### config.mk
export PLATFORM = sky130hd
export DESIGN_NAME = hazard_ctrl_mc_flat
export DESIGN_NICKNAME = d
export VERILOG_FILES = /design/src/rtl/hazard_pkg.sv /design/src/rtl/hazard_ctrl_mc_if.sv /design/src/rtl/hazard_ctrl_mc_fwd_sel.sv /design/src/rtl/hazard_ctrl_mc.sv /design/src/flat_wrapper.sv
export SDC_FILE = /design/constraint.sdc
export NUM_CORES = 1
export LEC_CHECK = 0
export ABC_AREA = 1
export BUFFER_PORTS_ARGS = -buffer_cell sky130_fd_sc_hd__buf_2
export CAP_MARGIN = 20
export CORE_MARGIN = 2
export CORE_UTILIZATION = 44
export DETAILED_ROUTE_END_ITERATION = 10
export PLACE_DENSITY = 0.85
export RECOVER_POWER = 50
export SYNTH_ARGS = -nofsm -noshare
export SYNTH_HDL_FRONTEND = slang
export SYNTH_SLANG_ARGS = --single-unit
### constraint.sdc
create_clock -name clk -period 1.7 [get_ports clk]
set_input_delay 0.255 -clock clk [delete_from_list [all_inputs] [get_ports clk]]
set_output_delay 0.255 -clock clk [all_outputs]
set_load 0.02 [all_outputs]
### src/rtl/hazard_pkg.sv
// rtl/hazard_pkg.sv - shared encodings for the hazard controller
// Purpose: writeback-source select encoding and hazard FSM state type.
// Ports: none (package).
package hazard_pkg;

  localparam logic [1:0] WB_PC4 = 2'd0;
  localparam logic [1:0] WB_MEM = 2'd1;
  localparam logic [1:0] WB_ALU = 2'd2;

  typedef enum logic [1:0] {
    RUN      = 2'd0,
    LD_STALL = 2'd1,
    MEM_WAIT = 2'd2
  } hz_state_e;

endpackage

### src/rtl/hazard_ctrl_mc_if.sv
// rtl/hazard_ctrl_mc_if.sv - pipeline <-> hazard controller signal bundle
// Purpose: groups stage register info, forwarding and stall/flush signals.
// Modports: master = pipeline side (drives stage info, takes controls),
//           slave  = hazard controller.
// Macro HAZARD_PERF_CNT_EN adds perf_stall_cnt/perf_flush_cnt/perf_fw_cnt.
interface hazard_ctrl_mc_if #(
  parameter int XLEN   = 32,
  parameter int REG_AW = 5
);
  logic [REG_AW-1:0] wR_EX, wR_MEM, wR_WB;
  logic              rf_we_EX, rf_we_MEM, rf_we_WB;
  logic [1:0]        wb_sel_EX, wb_sel_MEM;
  logic [REG_AW-1:0] rR1_ID, rR2_ID;
  logic              rR1_use, rR2_use;
  logic [XLEN-1:0]   pc4_EX, c_EX, wD_MEM, wD_WB;
  logic              npc_op_EX;
  logic              mem_busy;
  logic [XLEN-1:0]   rD1_fw, rD2_fw;
  logic              rD1_fw_op, rD2_fw_op;
  logic              stall_PC, stall_IF_ID, stall_ID_EX, stall_EX_MEM;
  logic              flush_IF_ID, flush_ID_EX, flush_MEM_WB;
`ifdef HAZARD_PERF_CNT_EN
  logic [31:0]       perf_stall_cnt, perf_flush_cnt, perf_fw_cnt;
`endif

  modport master (
`ifdef HAZARD_PERF_CNT_EN
    input  perf_stall_cnt, perf_flush_cnt, perf_fw_cnt,
`endif
    output wR_EX, wR_MEM, wR_WB, rf_we_EX, rf_we_MEM, rf_we_WB,
    output wb_sel_EX, wb_sel_MEM, rR1_ID, rR2_ID, rR1_use, rR2_use,
    output pc4_EX, c_EX, wD_MEM, wD_WB, npc_op_EX, mem_busy,
    input  rD1_fw, rD2_fw, rD1_fw_op, rD2_fw_op,
    input  stall_PC, stall_IF_ID, stall_ID_EX, stall_EX_MEM,
    input  flush_IF_ID, flush_ID_EX, flush_MEM_WB
  );

  modport slave (
`ifdef HAZARD_PERF_CNT_EN
    output perf_stall_cnt, perf_flush_cnt, perf_fw_cnt,
`endif
    input  wR_EX, wR_MEM, wR_WB, rf_we_EX, rf_we_MEM, rf_we_WB,
    input  wb_sel_EX, wb_sel_MEM, rR1_ID, rR2_ID, rR1_use, rR2_use,
    input  pc4_EX, c_EX, wD_MEM, wD_WB, npc_op_EX, mem_busy,
    output rD1_fw, rD2_fw, rD1_fw_op, rD2_fw_op,
    output stall_PC, stall_IF_ID, stall_ID_EX, stall_EX_MEM,
    output flush_IF_ID, flush_ID_EX, flush_MEM_WB
  );
endinterface

### src/rtl/hazard_ctrl_mc_fwd_sel.sv
// rtl/hazard_ctrl_mc_fwd_sel.sv - per-operand forwarding match and priority mux
// Purpose: finds the youngest stage writing the source register and either
//          forwards its value or reports that the value is not ready yet.
// Ports: i_rr/i_use source reg; i_wr_*/i_we_*/i_wd_* per stage; i_sel_* wb
//        select; i_mem_ld_fwd allows MEM-stage load data to forward;
//        o_data/o_op forwarded value/select; o_blk_ex/o_blk_mem load blocks.
module fwd_sel
  import hazard_pkg::*;
#(
  parameter int XLEN   = 32,
  parameter int REG_AW = 5
) (
  input  logic [REG_AW-1:0] i_rr,
  input  logic              i_use,
  input  logic [REG_AW-1:0] i_wr_ex,
  input  logic              i_we_ex,
  input  logic [1:0]        i_sel_ex,
  input  logic [XLEN-1:0]   i_wd_ex,
  input  logic [REG_AW-1:0] i_wr_mem,
  input  logic              i_we_mem,
  input  logic [1:0]        i_sel_mem,
  input  logic [XLEN-1:0]   i_wd_mem,
  input  logic [REG_AW-1:0] i_wr_wb,
  input  logic              i_we_wb,
  input  logic [XLEN-1:0]   i_wd_wb,
  input  logic              i_mem_ld_fwd,
  output logic [XLEN-1:0]   o_data,
  output logic              o_op,
  output logic              o_blk_ex,
  output logic              o_blk_mem
);
  logic w_hit_ex, w_hit_mem, w_hit_wb;

  assign w_hit_ex  = i_use && i_we_ex  && (i_wr_ex  == i_rr) && (i_wr_ex  != '0);
  assign w_hit_mem = i_use && i_we_mem && (i_wr_mem == i_rr) && (i_wr_mem != '0);
  assign w_hit_wb  = i_use && i_we_wb  && (i_wr_wb  == i_rr) && (i_wr_wb  != '0);

  // The youngest matching stage owns the register; an older stage's value is
  // stale, so a blocked young match must not fall through to an older one.
  always_comb begin
    o_data    = '0;
    o_op      = 1'b0;
    o_blk_ex  = 1'b0;
    o_blk_mem = 1'b0;
    if (w_hit_ex) begin
      if (i_sel_ex == WB_MEM) begin
        o_blk_ex = 1'b1;
      end else begin
        o_op   = 1'b1;
        o_data = i_wd_ex;
      end
    end else if (w_hit_mem) begin
      if ((i_sel_mem == WB_MEM) && !i_mem_ld_fwd) begin
        o_blk_mem = 1'b1;
      end else begin
        o_op   = 1'b1;
        o_data = i_wd_mem;
      end
    end else if (w_hit_wb) begin
      o_op   = 1'b1;
      o_data = i_wd_wb;
    end
  end
endmodule

### src/rtl/hazard_ctrl_mc.sv
// rtl/hazard_ctrl_mc.sv - 5-stage pipeline hazard controller
// Purpose: operand forwarding, load-use stalls (LOAD_LAT 1..2), memory-busy
//          freeze and control-hazard flushes.
// Ports: clk, rst (sync, active high); hz = hazard_ctrl_mc_if.slave carrying
//        stage info in and forwarding / stall / flush controls out.
// Macro HAZARD_PERF_CNT_EN adds saturating stall/flush/forward counters.
module hazard_ctrl_mc
  import hazard_pkg::*;
#(
  parameter int XLEN     = 32,
  parameter int REG_AW   = 5,
  parameter int LOAD_LAT = 1
) (
  input  logic clk,
  input  logic rst,
  hazard_ctrl_mc_if.slave hz
);
  localparam logic MEM_LD_FWD = (LOAD_LAT == 1);

  logic [XLEN-1:0] w_wd_ex;
  logic [XLEN-1:0] w_d1, w_d2;
  logic            w_op1, w_op2;
  logic            w_blk_ex1, w_blk_ex2, w_blk_mem1, w_blk_mem2;
  logic            w_ld_ex, w_load_use;

  hz_state_e       r_state, w_state_nxt;
  logic [1:0]      r_cnt, w_cnt_nxt;
  logic            w_s_pc, w_s_ifid, w_s_idex, w_s_exmem;
  logic            w_f_ifid, w_f_idex, w_f_memwb;

  assign w_wd_ex = (hz.wb_sel_EX == WB_PC4) ? hz.pc4_EX : hz.c_EX;

  fwd_sel #(.XLEN(XLEN), .REG_AW(REG_AW)) u_fwd1 (
    .i_rr(hz.rR1_ID), .i_use(hz.rR1_use),
    .i_wr_ex(hz.wR_EX), .i_we_ex(hz.rf_we_EX), .i_sel_ex(hz.wb_sel_EX), .i_wd_ex(w_wd_ex),
    .i_wr_mem(hz.wR_MEM), .i_we_mem(hz.rf_we_MEM), .i_sel_mem(hz.wb_sel_MEM), .i_wd_mem(hz.wD_MEM),
    .i_wr_wb(hz.wR_WB), .i_we_wb(hz.rf_we_WB), .i_wd_wb(hz.wD_WB),
    .i_mem_ld_fwd(MEM_LD_FWD),
    .o_data(w_d1), .o_op(w_op1), .o_blk_ex(w_blk_ex1), .o_blk_mem(w_blk_mem1)
  );

  fwd_sel #(.XLEN(XLEN), .REG_AW(REG_AW)) u_fwd2 (
    .i_rr(hz.rR2_ID), .i_use(hz.rR2_use),
    .i_wr_ex(hz.wR_EX), .i_we_ex(hz.rf_we_EX), .i_sel_ex(hz.wb_sel_EX), .i_wd_ex(w_wd_ex),
    .i_wr_mem(hz.wR_MEM), .i_we_mem(hz.rf_we_MEM), .i_sel_mem(hz.wb_sel_MEM), .i_wd_mem(hz.wD_MEM),
    .i_wr_wb(hz.wR_WB), .i_we_wb(hz.rf_we_WB), .i_wd_wb(hz.wD_WB),
    .i_mem_ld_fwd(MEM_LD_FWD),
    .o_data(w_d2), .o_op(w_op2), .o_blk_ex(w_blk_ex2), .o_blk_mem(w_blk_mem2)
  );

  // MEM blocks only occur when MEM load data cannot forward (LOAD_LAT==2).
  assign w_ld_ex    = w_blk_ex1 | w_blk_ex2;
  assign w_load_use = w_ld_ex | w_blk_mem1 | w_blk_mem2;

  always_comb begin
    w_state_nxt = r_state;
    w_cnt_nxt   = r_cnt;
    w_s_pc      = 1'b0;
    w_s_ifid    = 1'b0;
    w_s_idex    = 1'b0;
    w_s_exmem   = 1'b0;
    w_f_ifid    = 1'b0;
    w_f_idex    = 1'b0;
    w_f_memwb   = 1'b0;
    case (r_state)
      RUN: begin
        if (hz.mem_busy) begin
          w_state_nxt = MEM_WAIT;
        end else if (hz.npc_op_EX) begin
          w_f_ifid = 1'b1;
          w_f_idex = 1'b1;
        end else if (w_load_use) begin
          w_s_pc   = 1'b1;
          w_s_ifid = 1'b1;
          w_f_idex = 1'b1;
          // With a 2-cycle load the bubble must persist until the load is in WB.
          if ((LOAD_LAT == 2) && w_ld_ex) begin
            w_state_nxt = LD_STALL;
            w_cnt_nxt   = 2'd1;
          end
        end
      end
      LD_STALL: begin
        w_s_pc   = 1'b1;
        w_s_ifid = 1'b1;
        w_f_idex = 1'b1;
        if (hz.mem_busy) begin
          w_state_nxt = MEM_WAIT;
        end else if (hz.npc_op_EX) begin
          w_state_nxt = RUN;
          w_cnt_nxt   = 2'd0;
        end else begin
          w_cnt_nxt = r_cnt - 2'd1;
          if (r_cnt <= 2'd1) begin
            w_state_nxt = RUN;
            w_cnt_nxt   = 2'd0;
          end
        end
      end
      MEM_WAIT: begin
        w_s_pc    = 1'b1;
        w_s_ifid  = 1'b1;
        w_s_idex  = 1'b1;
        w_s_exmem = 1'b1;
        w_f_memwb = 1'b1;
        // A load bubble interrupted by the freeze resumes where it left off.
        if (!hz.mem_busy) begin
          w_state_nxt = (r_cnt != 2'd0) ? LD_STALL : RUN;
        end
      end
      default: begin
        w_state_nxt = RUN;
        w_cnt_nxt   = 2'd0;
      end
    endcase
  end

  always_ff @(posedge clk) begin
    if (rst) begin
      r_state <= RUN;
      r_cnt   <= 2'd0;
    end else begin
      r_state <= w_state_nxt;
      r_cnt   <= w_cnt_nxt;
    end
  end

  // Every output is held low while reset is asserted.
  assign hz.rD1_fw       = rst ? '0 : w_d1;
  assign hz.rD2_fw       = rst ? '0 : w_d2;
  assign hz.rD1_fw_op    = ~rst & w_op1;
  assign hz.rD2_fw_op    = ~rst & w_op2;
  assign hz.stall_PC     = ~rst & w_s_pc;
  assign hz.stall_IF_ID  = ~rst & w_s_ifid;
  assign hz.stall_ID_EX  = ~rst & w_s_idex;
  assign hz.stall_EX_MEM = ~rst & w_s_exmem;
  assign hz.flush_IF_ID  = ~rst & w_f_ifid;
  assign hz.flush_ID_EX  = ~rst & w_f_idex;
  assign hz.flush_MEM_WB = ~rst & w_f_memwb;

`ifdef HAZARD_PERF_CNT_EN
  logic [31:0] r_perf_stall, r_perf_flush, r_perf_fw;

  always_ff @(posedge clk) begin
    if (rst) begin
      r_perf_stall <= '0;
      r_perf_flush <= '0;
      r_perf_fw    <= '0;
    end else begin
      if (hz.stall_PC && (r_perf_stall != '1)) r_perf_stall <= r_perf_stall + 32'd1;
      if (hz.flush_IF_ID && (r_perf_flush != '1)) r_perf_flush <= r_perf_flush + 32'd1;
      if ((hz.rD1_fw_op || hz.rD2_fw_op) && (r_perf_fw != '1)) r_perf_fw <= r_perf_fw + 32'd1;
    end
  end

  assign hz.perf_stall_cnt = r_perf_stall;
  assign hz.perf_flush_cnt = r_perf_flush;
  assign hz.perf_fw_cnt    = r_perf_fw;
`endif
endmodule

### src/flat_wrapper.sv
// flat-port wrapper written by rule: the top's interface ports become plain ports
module hazard_ctrl_mc_flat import hazard_pkg::*;
#(
  parameter int XLEN     = 32,
  parameter int REG_AW   = 5,
  parameter int LOAD_LAT = 1
)
  (clk, rst, hz_wR_EX, hz_wR_MEM, hz_wR_WB, hz_rf_we_EX, hz_rf_we_MEM, hz_rf_we_WB, hz_wb_sel_EX, hz_wb_sel_MEM, hz_rR1_ID, hz_rR2_ID, hz_rR1_use, hz_rR2_use, hz_pc4_EX, hz_c_EX, hz_wD_MEM, hz_wD_WB, hz_npc_op_EX, hz_mem_busy, hz_rD1_fw, hz_rD2_fw, hz_rD1_fw_op, hz_rD2_fw_op, hz_stall_PC, hz_stall_IF_ID, hz_stall_ID_EX, hz_stall_EX_MEM, hz_flush_IF_ID, hz_flush_ID_EX, hz_flush_MEM_WB);
  hazard_ctrl_mc_if #(.XLEN(XLEN), .REG_AW(REG_AW)) hz_i ();
  input  logic clk;
  input  logic rst;
  input wire logic [$bits(hz_i.wR_EX)-1:0] hz_wR_EX;
  input wire logic [$bits(hz_i.wR_MEM)-1:0] hz_wR_MEM;
  input wire logic [$bits(hz_i.wR_WB)-1:0] hz_wR_WB;
  input wire logic [$bits(hz_i.rf_we_EX)-1:0] hz_rf_we_EX;
  input wire logic [$bits(hz_i.rf_we_MEM)-1:0] hz_rf_we_MEM;
  input wire logic [$bits(hz_i.rf_we_WB)-1:0] hz_rf_we_WB;
  input wire logic [$bits(hz_i.wb_sel_EX)-1:0] hz_wb_sel_EX;
  input wire logic [$bits(hz_i.wb_sel_MEM)-1:0] hz_wb_sel_MEM;
  input wire logic [$bits(hz_i.rR1_ID)-1:0] hz_rR1_ID;
  input wire logic [$bits(hz_i.rR2_ID)-1:0] hz_rR2_ID;
  input wire logic [$bits(hz_i.rR1_use)-1:0] hz_rR1_use;
  input wire logic [$bits(hz_i.rR2_use)-1:0] hz_rR2_use;
  input wire logic [$bits(hz_i.pc4_EX)-1:0] hz_pc4_EX;
  input wire logic [$bits(hz_i.c_EX)-1:0] hz_c_EX;
  input wire logic [$bits(hz_i.wD_MEM)-1:0] hz_wD_MEM;
  input wire logic [$bits(hz_i.wD_WB)-1:0] hz_wD_WB;
  input wire logic [$bits(hz_i.npc_op_EX)-1:0] hz_npc_op_EX;
  input wire logic [$bits(hz_i.mem_busy)-1:0] hz_mem_busy;
  output wire logic [$bits(hz_i.rD1_fw)-1:0] hz_rD1_fw;
  output wire logic [$bits(hz_i.rD2_fw)-1:0] hz_rD2_fw;
  output wire logic [$bits(hz_i.rD1_fw_op)-1:0] hz_rD1_fw_op;
  output wire logic [$bits(hz_i.rD2_fw_op)-1:0] hz_rD2_fw_op;
  output wire logic [$bits(hz_i.stall_PC)-1:0] hz_stall_PC;
  output wire logic [$bits(hz_i.stall_IF_ID)-1:0] hz_stall_IF_ID;
  output wire logic [$bits(hz_i.stall_ID_EX)-1:0] hz_stall_ID_EX;
  output wire logic [$bits(hz_i.stall_EX_MEM)-1:0] hz_stall_EX_MEM;
  output wire logic [$bits(hz_i.flush_IF_ID)-1:0] hz_flush_IF_ID;
  output wire logic [$bits(hz_i.flush_ID_EX)-1:0] hz_flush_ID_EX;
  output wire logic [$bits(hz_i.flush_MEM_WB)-1:0] hz_flush_MEM_WB;
  assign hz_i.wR_EX = hz_wR_EX;
  assign hz_i.wR_MEM = hz_wR_MEM;
  assign hz_i.wR_WB = hz_wR_WB;
  assign hz_i.rf_we_EX = hz_rf_we_EX;
  assign hz_i.rf_we_MEM = hz_rf_we_MEM;
  assign hz_i.rf_we_WB = hz_rf_we_WB;
  assign hz_i.wb_sel_EX = hz_wb_sel_EX;
  assign hz_i.wb_sel_MEM = hz_wb_sel_MEM;
  assign hz_i.rR1_ID = hz_rR1_ID;
  assign hz_i.rR2_ID = hz_rR2_ID;
  assign hz_i.rR1_use = hz_rR1_use;
  assign hz_i.rR2_use = hz_rR2_use;
  assign hz_i.pc4_EX = hz_pc4_EX;
  assign hz_i.c_EX = hz_c_EX;
  assign hz_i.wD_MEM = hz_wD_MEM;
  assign hz_i.wD_WB = hz_wD_WB;
  assign hz_i.npc_op_EX = hz_npc_op_EX;
  assign hz_i.mem_busy = hz_mem_busy;
  assign hz_rD1_fw = hz_i.rD1_fw;
  assign hz_rD2_fw = hz_i.rD2_fw;
  assign hz_rD1_fw_op = hz_i.rD1_fw_op;
  assign hz_rD2_fw_op = hz_i.rD2_fw_op;
  assign hz_stall_PC = hz_i.stall_PC;
  assign hz_stall_IF_ID = hz_i.stall_IF_ID;
  assign hz_stall_ID_EX = hz_i.stall_ID_EX;
  assign hz_stall_EX_MEM = hz_i.stall_EX_MEM;
  assign hz_flush_IF_ID = hz_i.flush_IF_ID;
  assign hz_flush_ID_EX = hz_i.flush_ID_EX;
  assign hz_flush_MEM_WB = hz_i.flush_MEM_WB;
  hazard_ctrl_mc #(.XLEN(XLEN), .REG_AW(REG_AW), .LOAD_LAT(LOAD_LAT)) u_core (.clk(clk), .rst(rst), .hz(hz_i));
endmodule
==> flow_metrics.env, run 1 <==
export IMPL_portBuffers=236
export IMPL_synthesis_area_um2=3470
export IMPL_place_gp_congestion=0.993
export IMPL_ys_types=30
export IMPL_io_pins=239
export IMPL_yosys_warnings=0
export IMPL_worstEpCategory="output port"
export IMPL_ys_ff_latch=4
export IMPL_clock_sinks=4
export IMPL_syn_avg_cell_area_um2=4.55
export IMPL_lastStage="global routing (5_1_grt)"
export IMPL_ys_seq_area_share_pct=2.31
export IMPL_htree_levels=1
export IMPL_synthesis_nets=933
export IMPL_post_dp_cell_area_um2=5100
export IMPL_ctsHoldBuffers=0
export IMPL_rows=32
export IMPL_chipHeight_um=92.8
export IMPL_die_w_um=92.8
export IMPL_grt_worst_endpoint="hz_rD1_fw[21]"
export IMPL_cts_buffers=3
export IMPL_cts_root_buf="clkbuf_8"
export IMPL_syn_inst=763
export IMPL_status="did not finish"
export IMPL_cts_path_max_buffers=2
export IMPL_grt_start_max_net_pins=34
export IMPL_initial_core_util_pct=45.2
export IMPL_firstError="[ERROR DPL-0038] Utilization greater than 100%, impossible to legalize"
export IMPL_dp_hpwl_um=11600
[logic make-up after synthesis]
kind of cell / Yosys count / share of synthesized area (%)
AOI/OAI and AO/OA: 57 / 10.8
xor gates and xnor gates: 3 / 0.757
adders and majority gates: 4 / 1.44
buffers and inverters: 98 / 13.6
DFF: 4 / 2.31
and+or+nand+nor: 597 / 71.1
[metrics by stage]
step / hold WS [ns] / util (%) / setup WS [ns] / instances
after global placement: 0.459 / 66.3 / -0.297 / 1090
after CTS: 0.308 / 87.5 / -0.226 / 1131
after floorplan: 0.439 / - / 0.0288 / 763
after detailed placement: 0.472 / 66.3 / -0.292 / 1090
[timing repair]
action | CTS
setup endpoints to repair | 70
buffers inserted | 26
gates cloned | 16
pin swaps | 76
gates resized for setup | 295
[Yosys cell counts (all sizes together)]
cell | n | area (um^2)
a31oi | 1 | 6.26
buf | 42 | 262
xor2 | 1 | 8.76
xnor2 | 2 | 17.5
inv | 40 | 150
dfxtp | 4 | 80.1
a211oi | 1 | 7.51
o22ai | 2 | 12.5
o211ai | 2 | 15.0
and2b | 1 | 7.51
ha | 4 | 50.1
nand2 | 262 | 986
nand4 | 2 | 12.5
nand3 | 140 | 706
a22oi | 32 | 240
nor3 | 6 | 46.3
o21ai | 6 | 30.0
a21oi | 13 | 65.1
nor2 | 186 | 711
clkbuf | 16 | 60.1
==> inputs of run 2 (changes only) <==
CORE_UTILIZATION = 40   (was 44)
PLACE_DENSITY = default   (was 0.85)
PLACE_DENSITY_LB_ADDON = 0.15   (was default)
==> run 2 against run 1 <==
The flow now finishes, with violations (setup timing). Area after synthesis unchanged. Synthesized cell count is the same.
==> flow_metrics.env, run 2 <==
export IMPL_hold_violations=0
export IMPL_max_freq_mhz=501
export IMPL_coreArea_um2=8300
export IMPL_ir_drop_v=0.000505
export IMPL_syn_avg_cell_area_um2=4.55
export IMPL_reg_top3="u_core.r_cnt x2, u_core.r_state x2"
export IMPL_synthMuxAreaShare_pct=0
export IMPL_synth_top_area_share_pct=28.2
export IMPL_synthToLayoutAreaGrowth_pct=87.9
export IMPL_finalNetCount=1194
export IMPL_p_per_area_nw_per_um2=261
export IMPL_cts_buffers=3
export IMPL_synth_edf_count=0
export IMPL_multi_input_area_um2=3450
export IMPL_fillCellCount=672
export IMPL_num_vias=6276
export IMPL_p_clk_share_pct=12.2
export IMPL_ys_seq_area_share_pct=2.31
export IMPL_ctsHoldBuffers=0
export IMPL_syn_inst=763
export IMPL_clk_pin_slew_ns=0.03
export IMPL_portBuffers=236
export IMPL_r2r_end="u_core.r_state[0]"
export IMPL_critPathMaxStageDelay_ns=0.21
export IMPL_synth_area_top_cells="nand2_1, nand3_1, nor2_1"
export IMPL_wire_per_inst_um=16.5
export IMPL_synthesis_area_um2=3470
export IMPL_grt_start_max_net_pins=58
export IMPL_initial_core_util_pct=41.9
export IMPL_crit_path_max_fanout=16
export IMPL_cp_slowest_cell="buf_6"
export IMPL_maxSlewViolCount=0
export IMPL_grt_usage_pct=30.7
export IMPL_holdPathEnd="u_core.r_cnt[0]"
export IMPL_die_w_um=97.2
export IMPL_grt_pass1_vias=5301
export IMPL_p_sw_share_pct=49.7
export IMPL_yosysMostFrequentCell="nand2_1"
export IMPL_place_gp_congestion=1.01
export IMPL_pwr_share_comb_pct=81.0
export IMPL_ys_types=30
export IMPL_max_cap_violations=0
export IMPL_async_flop_share_pct=0
export IMPL_fp_dieArea_um2=9440
export IMPL_grt_pass1_wl_um=24900
export IMPL_synth_top_area_cell="nand2_1"
export IMPL_dp_slack_ns=-0.270
export IMPL_crit_path_end_kind="output port"
export IMPL_cts_root_buf="clkbuf_8"
export IMPL_slew_headroom_pct=64.4
export IMPL_min_from="rst"
export IMPL_ant_nets=0
export IMPL_worst_slew_pin_slew_ns=0.529
export IMPL_drt_iter0_drc=576
export IMPL_htree_levels=1
export IMPL_reg2reg_slack_ns=0.04
export IMPL_rows=33
export IMPL_io_pins=239
export IMPL_cts_path_max_buffers=2
export IMPL_drt_first_pass_iters=6
export IMPL_intPower_w=0.000858
export IMPL_leakagePower_nw=3.35
export IMPL_synth_top_family_by_area="simple AND/OR/NAND/NOR gates"
export IMPL_final_layout_size_suffix_gt1_share_pct=45.7
export IMPL_rsz0062_at_grt="yes"
export IMPL_crit_type="in -> out"
export IMPL_yosys_warnings=0
export IMPL_period_share_pct=117
export IMPL_regToRegStartpoint="u_core.r_state[1]"
export IMPL_status="finished with violations"
export IMPL_seq_area_um2=81.3
export IMPL_yosys_area_share_simple_pct=71.1
export IMPL_ys_flop_type="dfxtp_1"
export IMPL_hold_class="in -> reg"
export IMPL_drt_wl_total_um=18700
export IMPL_cp_required_ns=1.44
export IMPL_setup_viol=69
export IMPL_chipHeight_um=97.2
export IMPL_arrival_ns=1.74
export IMPL_fin_ws_ns=-0.295
export IMPL_ys_ff_latch=4
export IMPL_gr_total_overflow=0
export IMPL_violations="setup timing"
export IMPL_synth_commonest_cells="nand2_1, nor2_1, nand3_1"
export IMPL_switchingPower_w=0.000847
export IMPL_clock_sinks=4
export IMPL_via_per_inst=5.56
export IMPL_layout_commonest_cell="nand2_1"
export IMPL_synth_xor_area_share_pct=0.756
export IMPL_period_needed_ns=1.99
export IMPL_total_power_w=0.00170
export IMPL_synthesis_nets=933
export IMPL_grt_antenna_before_repair=1
export IMPL_clock_latency_ns=0.22
export IMPL_sequentialPowerShare_pct=6.9
export IMPL_most_common_layout_cells="nand2_1, buf_2, nand3_1, nor2_1, nor2_2"
export IMPL_synth_compound_area_share_pct=10.8
export IMPL_synthAdderAreaFrac_pct=1.44
export IMPL_cts_tree="done"
export IMPL_critPathLaunchType="input port"
export IMPL_whs_path_depth=2
export IMPL_path_cells="buf_6 > inv_2 > buf_4 > nand2_1 > nand4_1 > nor2_2 > buf_6 > nand3_1 > nor2_1 > nor2_1 > nor2_2 > buf_2"
export IMPL_dp_hpwl_um=11400
export IMPL_fin_skew_ns=0.000961
export IMPL_drc=0
export IMPL_r2r_cells=6
[run 2: cell counts after synthesis]
No cell type changed its count.
[run 2: area by class of cell]
type / instances / area share [%]
Multi-Input combinational cell: 661 / 52.8
Timing Repair Buffer: 314 / 40.3
Inverter: 40 / 2.91
Tap cell: 105 / 2.01
Sequential cell: 4 / 1.25
Clock buffer: 3 / 0.633
Antenna cell: 1 / 0.0383
[run 2: per-layer routing]
layer	global-route usage, %	part of all wire, %	up-vias
met4	6.07	3.8	0
met2	54.3	48	458
li1	-	-	2983
met1	40.3	36	2749
met3	3.31	12	86
met5	0	0	-
[run 2: timing repair]
action	4_1_cts	5_1_grt
gates resized for setup	101	176
endpoints found under the setup margin	69	70
pin swaps	10	39
endpoints found under the hold margin	0	0
setup buffers	3	7
gates cloned	3	15
[run 2: per-stage QoR]
step | TNS [ns] | instance area (um^2) | utilization [%] | hold slack, ns | instances
after CTS | -7.42 | 5540 | 66.7 | 0.312 | 1105
after global routing | -18.20 | 6530 | 78.6 | 0.329 | 1128
after detailed placement | -14.60 | 5120 | 61.7 | 0.463 | 1096
after floorplan | 0 | 3580 | - | 0.439 | 763
after global placement | -12.20 | 5120 | 61.7 | 0.458 | 1096
final | -13.25 | 6530 | 78.6 | 0.313 | 1128
[run 2: worst max path at each step]
stage,startpoint,to,slack (ns)
floorplan,hz_rR1_ID[2],hz_rD1_fw_op,0.03
finish,hz_rR1_ID[3],hz_rD1_fw[16],-0.29
global placement,hz_rR2_ID[4],hz_rD2_fw[21],-0.23
global route,hz_rR1_ID[2],hz_rD1_fw[16],-0.36
detailed placement,hz_wR_MEM[3],hz_rD1_fw[16],-0.27
CTS,hz_wR_MEM[0],hz_rD1_fw[24],-0.14
[run 2: critical path: cells and delay by family]
family                 cells  cell delay [ns]
and+or+nand+nor            7             0.87
buffers and inverters      5             0.62
[run 2: kinds of logic (layout without fill, tap and decap cells)]
family | after synthesis | in the layout
xor gates and xnor gates | 3 | 3
and+or+nand+nor | 597 | 597
AOI/OAI and AO/OA | 57 | 57
other | 0 | 1
adders and majority gates | 4 | 4
buffers and inverters | 98 | 357
DFF | 4 | 4
[run 2: power by group through the flow]
stage	Sequential [W]	Combinational, W	Clock, W
final	0.000117	0.00138	0.000207
after global routing	0.000119	0.00148	0.000216
after CTS	0.000117	0.00115	0.000206
after detailed placement	0.000117	0.00106	0
after global placement	0.000117	0.00105	0
after floorplan	0.000116	0.000606	0
No activity file was read; power rests on OpenSTA's default activity.
